File: config.mk
export PLATFORM = sky130hd
export DESIGN_NAME = idc_stage
export DESIGN_NICKNAME = d
export VERILOG_FILES = /design/src/rtl/idc_pkg.sv /design/src/rtl/idc_fields.sv /design/src/rtl/idc_stage.sv
export SDC_FILE = /design/constraint.sdc
export NUM_CORES = 1
export LEC_CHECK = 0
export ABC_AREA = 1
export BUFFER_PORTS_ARGS = -buffer_cell sky130_fd_sc_hd__buf_2
export CAP_MARGIN = 5
export CELL_PAD_IN_SITES_DETAIL_PLACEMENT = 1
export CELL_PAD_IN_SITES_GLOBAL_PLACEMENT = 1
export CORE_ASPECT_RATIO = 1.5
export CORE_MARGIN = 10
export CORE_UTILIZATION = 36
export CTS_BUF_LIST = sky130_fd_sc_hd__clkbuf_4
export DETAILED_ROUTE_END_ITERATION = 10
export PLACE_DENSITY_LB_ADDON = 0.1
export RECOVER_POWER = 50
export SYNTH_ARGS = -nofsm -noshare
export SYNTH_HDL_FRONTEND = slang
export SYNTH_HIERARCHICAL = 1
export SYNTH_SLANG_ARGS = --single-unit
File: constraint.sdc
create_clock -name clk -period 1.4 [get_ports clk]
set_clock_uncertainty 0.1 [all_clocks]
set_input_delay 0.21 -clock clk [delete_from_list [all_inputs] [get_ports clk]]
set_output_delay 0.21 -clock clk [all_outputs]
set_load 0.05 [all_outputs]
File: src/rtl/idc_pkg.sv
`default_nettype none
// ============================================================================
//  Module      : idc_pkg
//  Description : Shared opcode constants, immediate-class enumeration,
//                decoded-field record and XLEN legality check for the
//                instruction decode stage.
//  Revision    : 1.0 - initial release
// ============================================================================
package idc_pkg;

    localparam logic [6:0] OP_LUI    = 7'b0110111;
    localparam logic [6:0] OP_AUIPC  = 7'b0010111;
    localparam logic [6:0] OP_JAL    = 7'b1101111;
    localparam logic [6:0] OP_JALR   = 7'b1100111;
    localparam logic [6:0] OP_BRANCH = 7'b1100011;
    localparam logic [6:0] OP_LOAD   = 7'b0000011;
    localparam logic [6:0] OP_STORE  = 7'b0100011;
    localparam logic [6:0] OP_IMM    = 7'b0010011;
    localparam logic [6:0] OP_SYSTEM = 7'b1110011;

    typedef enum logic [2:0] {
        IMM_R = 3'd0,
        IMM_I = 3'd1,
        IMM_S = 3'd2,
        IMM_B = 3'd3,
        IMM_U = 3'd4,
        IMM_J = 3'd5
    } imm_type_e;

    // Width-independent part of a decoded entry
    typedef struct packed {
        logic [4:0] rs1;
        logic [4:0] rs2;
        logic [4:0] rd;
        logic [6:0] cmd_op;
        logic [2:0] func3;
        logic [6:0] func7;
        imm_type_e  imm_type;
    } fields_t;

    function automatic bit xlen_legal(input int xlen);
        return (xlen == 32) || (xlen == 64);
    endfunction

    // Any opcode not listed carries no immediate
    function automatic imm_type_e imm_class(input logic [6:0] op);
        case (op)
            OP_LUI, OP_AUIPC:                      return IMM_U;
            OP_JAL:                                return IMM_J;
            OP_BRANCH:                             return IMM_B;
            OP_STORE:                              return IMM_S;
            OP_LOAD, OP_IMM, OP_JALR, OP_SYSTEM:   return IMM_I;
            default:                               return IMM_R;
        endcase
    endfunction

endpackage
`default_nettype wire

File: src/rtl/idc_fields.sv
`default_nettype none
// ============================================================================
//  Module      : idc_fields
//  Description : Purely combinational field extraction and immediate
//                construction (RV32I layout, sign-extended to XLEN).
//                Optional macro IDC_ILLEGAL_EN adds the illegal output.
//  Revision    : 1.0 - initial release
// ============================================================================
module idc_fields
    import idc_pkg::*;
#(
    parameter int XLEN = 32
) (
    input  logic [31:0]     instr,
    output fields_t         fields,
    output logic [XLEN-1:0] imm
`ifdef IDC_ILLEGAL_EN
    ,
    output logic            illegal
`endif
);

    imm_type_e   cls;
    logic [31:0] imm32;

    // Register fields and immediate class straight from the instruction bits
    always_comb begin
        cls             = imm_class(instr[6:0]);
        fields.rs1      = instr[19:15];
        fields.rs2      = instr[24:20];
        fields.rd       = instr[11:7];
        fields.cmd_op   = instr[6:0];
        fields.func3    = instr[14:12];
        fields.func7    = instr[31:25];
        fields.imm_type = cls;
    end

    // 32-bit immediate assembled per class; unknown opcodes yield zero
    always_comb begin
        imm32 = '0;
        case (cls)
            IMM_I:   imm32 = {{20{instr[31]}}, instr[31:20]};
            IMM_S:   imm32 = {{20{instr[31]}}, instr[31:25], instr[11:7]};
            IMM_B:   imm32 = {{19{instr[31]}}, instr[31], instr[7],
                              instr[30:25], instr[11:8], 1'b0};
            IMM_U:   imm32 = {instr[31:12], 12'b0};
            IMM_J:   imm32 = {{11{instr[31]}}, instr[31], instr[19:12],
                              instr[20], instr[30:21], 1'b0};
            default: imm32 = '0;
        endcase
    end

    // Bit 31 extends through the upper word when XLEN is 64
    assign imm = XLEN'($signed(imm32));

`ifdef IDC_ILLEGAL_EN
    // Every supported opcode ends in 2'b11, so class R covers both cases
    assign illegal = (cls == IMM_R);
`endif

endmodule
`default_nettype wire

File: src/rtl/idc_stage.sv
`default_nettype none
// ============================================================================
//  Module      : idc_stage
//  Description : Decode stage: combinational decode of in_instr registered
//                with in_pc into a skid buffer (SKID=1) or a single register
//                (SKID=0) with valid/ready handshake and flush.
//                Optional macro IDC_ILLEGAL_EN adds the illegal output.
//  Revision    : 1.0 - initial release
// ============================================================================
module idc_stage
    import idc_pkg::*;
#(
    parameter int XLEN = 32,
    parameter int SKID = 1
) (
    input  logic            clk,
    input  logic            rst_n,
    input  logic            flush,
    input  logic            in_valid,
    output logic            in_ready,
    input  logic [31:0]     in_instr,
    input  logic [XLEN-1:0] in_pc,
    output logic            out_valid,
    input  logic            out_ready,
    output logic [XLEN-1:0] out_pc,
    output logic [4:0]      rs1,
    output logic [4:0]      rs2,
    output logic [4:0]      rd,
    output logic [6:0]      cmd_op,
    output logic [2:0]      func3,
    output logic [6:0]      func7,
    output logic [2:0]      imm_type,
    output logic [XLEN-1:0] imm
`ifdef IDC_ILLEGAL_EN
    ,
    output logic            illegal
`endif
);

    if (!xlen_legal(XLEN)) begin : g_bad_xlen
        $error("idc_stage: XLEN must be 32 or 64");
    end

`ifdef IDC_ILLEGAL_EN
    localparam int ILL_W = 1;
`else
    localparam int ILL_W = 0;
`endif
    localparam int EW = 2 * XLEN + $bits(fields_t) + ILL_W;

    localparam logic [1:0] ST_EMPTY = 2'd0;
    localparam logic [1:0] ST_ONE   = 2'd1;
    localparam logic [1:0] ST_TWO   = 2'd2;

    logic [1:0]      state;
    logic [1:0]      state_next;
    logic            ready_q;
    logic            accept;
    logic            drain;
    fields_t         dec_fields;
    logic [XLEN-1:0] dec_imm;
    logic [EW-1:0]   dec_entry;
    logic [EW-1:0]   head;
    logic [EW-1:0]   skid;
    fields_t         head_fields;

    idc_fields #(.XLEN(XLEN)) u_fields (
        .instr   (in_instr),
        .fields  (dec_fields),
        .imm     (dec_imm)
`ifdef IDC_ILLEGAL_EN
        ,
        .illegal (dec_entry[0])
`endif
    );

    assign dec_entry[EW-1:ILL_W] = {in_pc, dec_imm, dec_fields};

`ifdef IDC_ILLEGAL_EN
    assign {out_pc, imm, head_fields, illegal} = head;
`else
    assign {out_pc, imm, head_fields} = head;
`endif

    assign rs1      = head_fields.rs1;
    assign rs2      = head_fields.rs2;
    assign rd       = head_fields.rd;
    assign cmd_op   = head_fields.cmd_op;
    assign func3    = head_fields.func3;
    assign func7    = head_fields.func7;
    assign imm_type = head_fields.imm_type;

    // A flush-cycle instruction is never taken
    assign accept = in_valid && in_ready && !flush;
    assign drain  = out_valid && out_ready;

    // Occupancy state register
    always_ff @(posedge clk) begin
        if (!rst_n) state <= ST_EMPTY;
        else        state <= state_next;
    end

    // Occupancy next-state; simultaneous accept and drain holds the count
    always_comb begin
        state_next = state;
        if (flush) begin
            state_next = ST_EMPTY;
        end else begin
            case (state)
                ST_EMPTY: if (accept) state_next = ST_ONE;
                ST_ONE: begin
                    if (accept && !drain)      state_next = ST_TWO;
                    else if (!accept && drain) state_next = ST_EMPTY;
                end
                ST_TWO:   if (drain)  state_next = ST_ONE;
                default:  state_next = ST_EMPTY;
            endcase
        end
    end

    // Registered ready for the skid variant: low only when both slots fill
    always_ff @(posedge clk) begin
        if (!rst_n) ready_q <= 1'b1;
        else        ready_q <= (state_next != ST_TWO);
    end

    // Handshake outputs; in_ready is forced low while reset is held
    always_comb begin
        out_valid = (state != ST_EMPTY);
        if (SKID != 0) in_ready = ready_q && rst_n;
        else           in_ready = ((state == ST_EMPTY) || out_ready) && rst_n;
    end

    // Head entry: promote the skid slot on drain, else load a fresh decode
    always_ff @(posedge clk) begin
        if (!rst_n) begin
            head <= '0;
        end else if (!flush) begin
            if (state == ST_TWO && drain)
                head <= skid;
            else if (accept && (state == ST_EMPTY || drain))
                head <= dec_entry;
        end
    end

    if (SKID != 0) begin : g_skid
        // Second slot catches an accept while the head is stalled
        always_ff @(posedge clk) begin
            if (!rst_n)
                skid <= '0;
            else if (!flush && accept && state == ST_ONE && !drain)
                skid <= dec_entry;
        end
    end else begin : g_single
        assign skid = '0;
    end

endmodule
`default_nettype wire

==> impl_metrics.tcl <==
set metrics [dict create \
    layout-drive-gt1-share 0.514 \
    drt-initial-drc-count 712 \
    timing.final.crit_period_ns 1.89 \
    cts.reportedPaths.clkPinSlew_ns 0.09 \
    grt_pass1_vias 12900 \
    vdd_drop_max_uv 640 \
    p_clk_frac 0.409 \
    cts.path.max_buffers 3 \
    comb_power_share 0.180 \
    fp.dieH_um 223 \
    slew_headroom 0.599 \
    r2r_start "state[0]" \
    initial_core_util 0.364 \
    num_vias 12700 \
    rsz0062_at_grt "true" \
    vias_per_cell 5.37 \
    p_leak_nw 8.57 \
    hpwl_mm 23.1 \
    syn_to_final_growth_pct 83.7 \
    cts_buffers 53 \
    p_sw_frac 0.317 \
    reg2reg_slack_ns -0.49 \
    utilization 0.670 \
    num_rows 74 \
    fillers 3142 \
    grt_overflow 0 \
    layout_worst_path_cycle_share 1.35 \
    min_from "in_instr[2]" \
    routabilityCongestion 0.817 \
    failed_checks "negative setup slack" \
    wl_per_cell_um 25.1 \
    grt_first_pass_wirelength_mm 72.2 \
    synth-seq-cells 201 \
    core_area_um2 27200 \
    die-width_um 156 \
    final_common_cell "nand2_1" \
    insertion_delay_ns 0.76 \
    stdcell_count 2364 \
    layout_common_cells "356 x nand2_1, 280 x nor2_1, 157 x nand2_2" \
    worstPathRequired_ns 1.96 \
    fin_hold_ws_ns 0.0756 \
    netlist_area_um2 9920 \
    syn_nets 1690 \
    ys_warn_count 6 \
    fmax_ghz 0.529 \
    cts_tree "yes" \
    grt_usage 0.260 \
    synth-seq-area-share 0.406 \
    hold_depth 7 \
    tightest_slew_ns 0.602 \
    cts_sinks 201 \
    end_kind "flop" \
    drt-pass1-iter-count 5 \
    r2r.worst_path.cells 10 \
    syn_inst 1621 \
    yosys.cell_types.count 23 \
    worstHoldPathType "input pin to flop" \
    port_buffers 169 \
    drv_slew 0 \
    hold_viol_final 0 \
    min_to "skid[1]" \
    power_density_nw_per_um2 793 \
    antenna_found_initial 3 \
    cap_viol_max_count 0 \
    p_switching_w 0.00459 \
    critPathMaxFanout 8 \
    preCtsSetupSlack_ns -0.362 \
    outcome "finished, violations left" \
    fin_ws_ns -0.489 \
    cts_root_buf "clkbuf_4" \
    nets 2053 \
    cellInternalPower_w 0.00988 \
    htree_levels 2 \
    worstSetupPathType "flop to flop" \
    drtAntennaViolNets 0 \
    grt_max_degree 87 \
    num_io_pins 170 \
    finalSetupViolations 301 \
    drc 0 \
    total_power_w 0.0145 \
    r2r-end "skid[72]" \
    arrival_ns 2.45 \
    avgSynthCellArea_um2 6.12 \
    dieArea_um2 34700 \
    dp.cells 2084 \
    startpoint_type "flop" \
    drt_wl_total_mm 59.4 \
    p_seq_frac 0.411 \
]
==> metal layers <==
layer / share of wire / track usage
met1: 0.34 / 0.271
met2: 0.52 / 0.485
met3: 0.060 / 0.0456
met4: 0.088 / 0.127
met5: 0 / 0
==> metrics by stage <==
step	setup TNS, ns	instance area (um2)
after detailed placement	-44.22	11400
after floorplan	0	9950
after global routing	-93.75	18200
after global placement	-36.35	11400
final	-88.13	18200
after CTS	-66.65	16200
==> worst max-delay path, cell delays in order, from the launching register on <==
cell       delay [ns]
dfxtp_4          0.38
buf_6            0.14
nand2_4          0.07
nor2_4           0.10
nand3_4          0.18
clkinv_8         0.14
buf_12           0.13
buf_6            0.10
clkbuf_16        0.18
nor2_2           0.05
nor2_1           0.20
==> sequential cells by signal, summed over array words and instances (netlist names) <==
signal,flops
head,99
state,2
ready_q,1
skid,99
==> worst max path at each step <==
stage                         from  slack [ns]  depth (start not counted)        end
after CTS                 state[1]       -0.40                          4  out_valid
final                     state[0]       -0.49                         10   skid[72]
after detailed placement  state[1]       -0.36                          7   head[30]
after global placement    state[1]       -0.34                          7   head[30]
after floorplan            ready_q       0.007                          9    head[0]
after global routing      state[0]       -0.51                         10   skid[72]
==> layout make-up <==
type,count,area (um2),area share
clock buffer,82,616,0.0338
tap,342,428,0.0235
timing repair buffer,426,5540,0.304
inverter,125,507,0.0278
antenna,3,7.51,0.000412
multi-input combinational,1177,6870,0.377
clock inverter,8,82.6,0.00453
sequential,201,4170,0.229
==> cell families (layout without fill, tap and decap cells) <==
kind of cell | Yosys count | in the layout | share of synthesized area
other | 0 | 3 | 0
buffers and inverters | 250 | 641 | 0.124
DFF | 201 | 201 | 0.406
and+or+nand+nor | 1068 | 1075 | 0.419
AOI/OAI and AO/OA | 102 | 102 | 0.0515
==> cell usage after synthesis <==
master    instances  area, um2
a21oi_1           2       10.0
buf_1             1       3.75
buf_2            38        190
buf_4            46        345
buf_6             7       78.8
buf_8             1       15.0
clkbuf_1         32        120
dfxtp_1         201       4020
inv_1           120        450
inv_2             3       11.3
inv_4             1       6.26
inv_6             1       8.76
nand2_1         569       2140
nand2_2          12       75.1
nand2_4           1       11.3
nand3_1          43        215
nand3_2           1       10.0
nor2_1          436       1640
nor2_2            1       6.26
nor2_4            2       22.5
nor2_8            2       40.0
nor3_1            1       5.00
o21ai_0         100        500
==> power groups by stage <==
stage	logic, W	registers, W	clock network, W
2_1_floorplan	0.000642	0.00636	0
3_3_place_gp	0.00145	0.00601	0
3_5_place_dp	0.00147	0.00601	0
4_1_cts	0.00209	0.00594	0.00573
5_1_grt	0.00272	0.00596	0.00622
6_report	0.00260	0.00595	0.00591
==> what timing repair did <==
item | 4_1_cts | 5_1_grt
gates resized for setup | 669 | 619
endpoints found under the setup margin | 301 | 301
pin swaps | 37 | 197
endpoints found under the hold margin | 170 | 0
hold buffers | 67 | 0
buffers inserted | 55 | 41
gates cloned | 44 | 17
No activity file was read; power rests on OpenSTA's default activity.
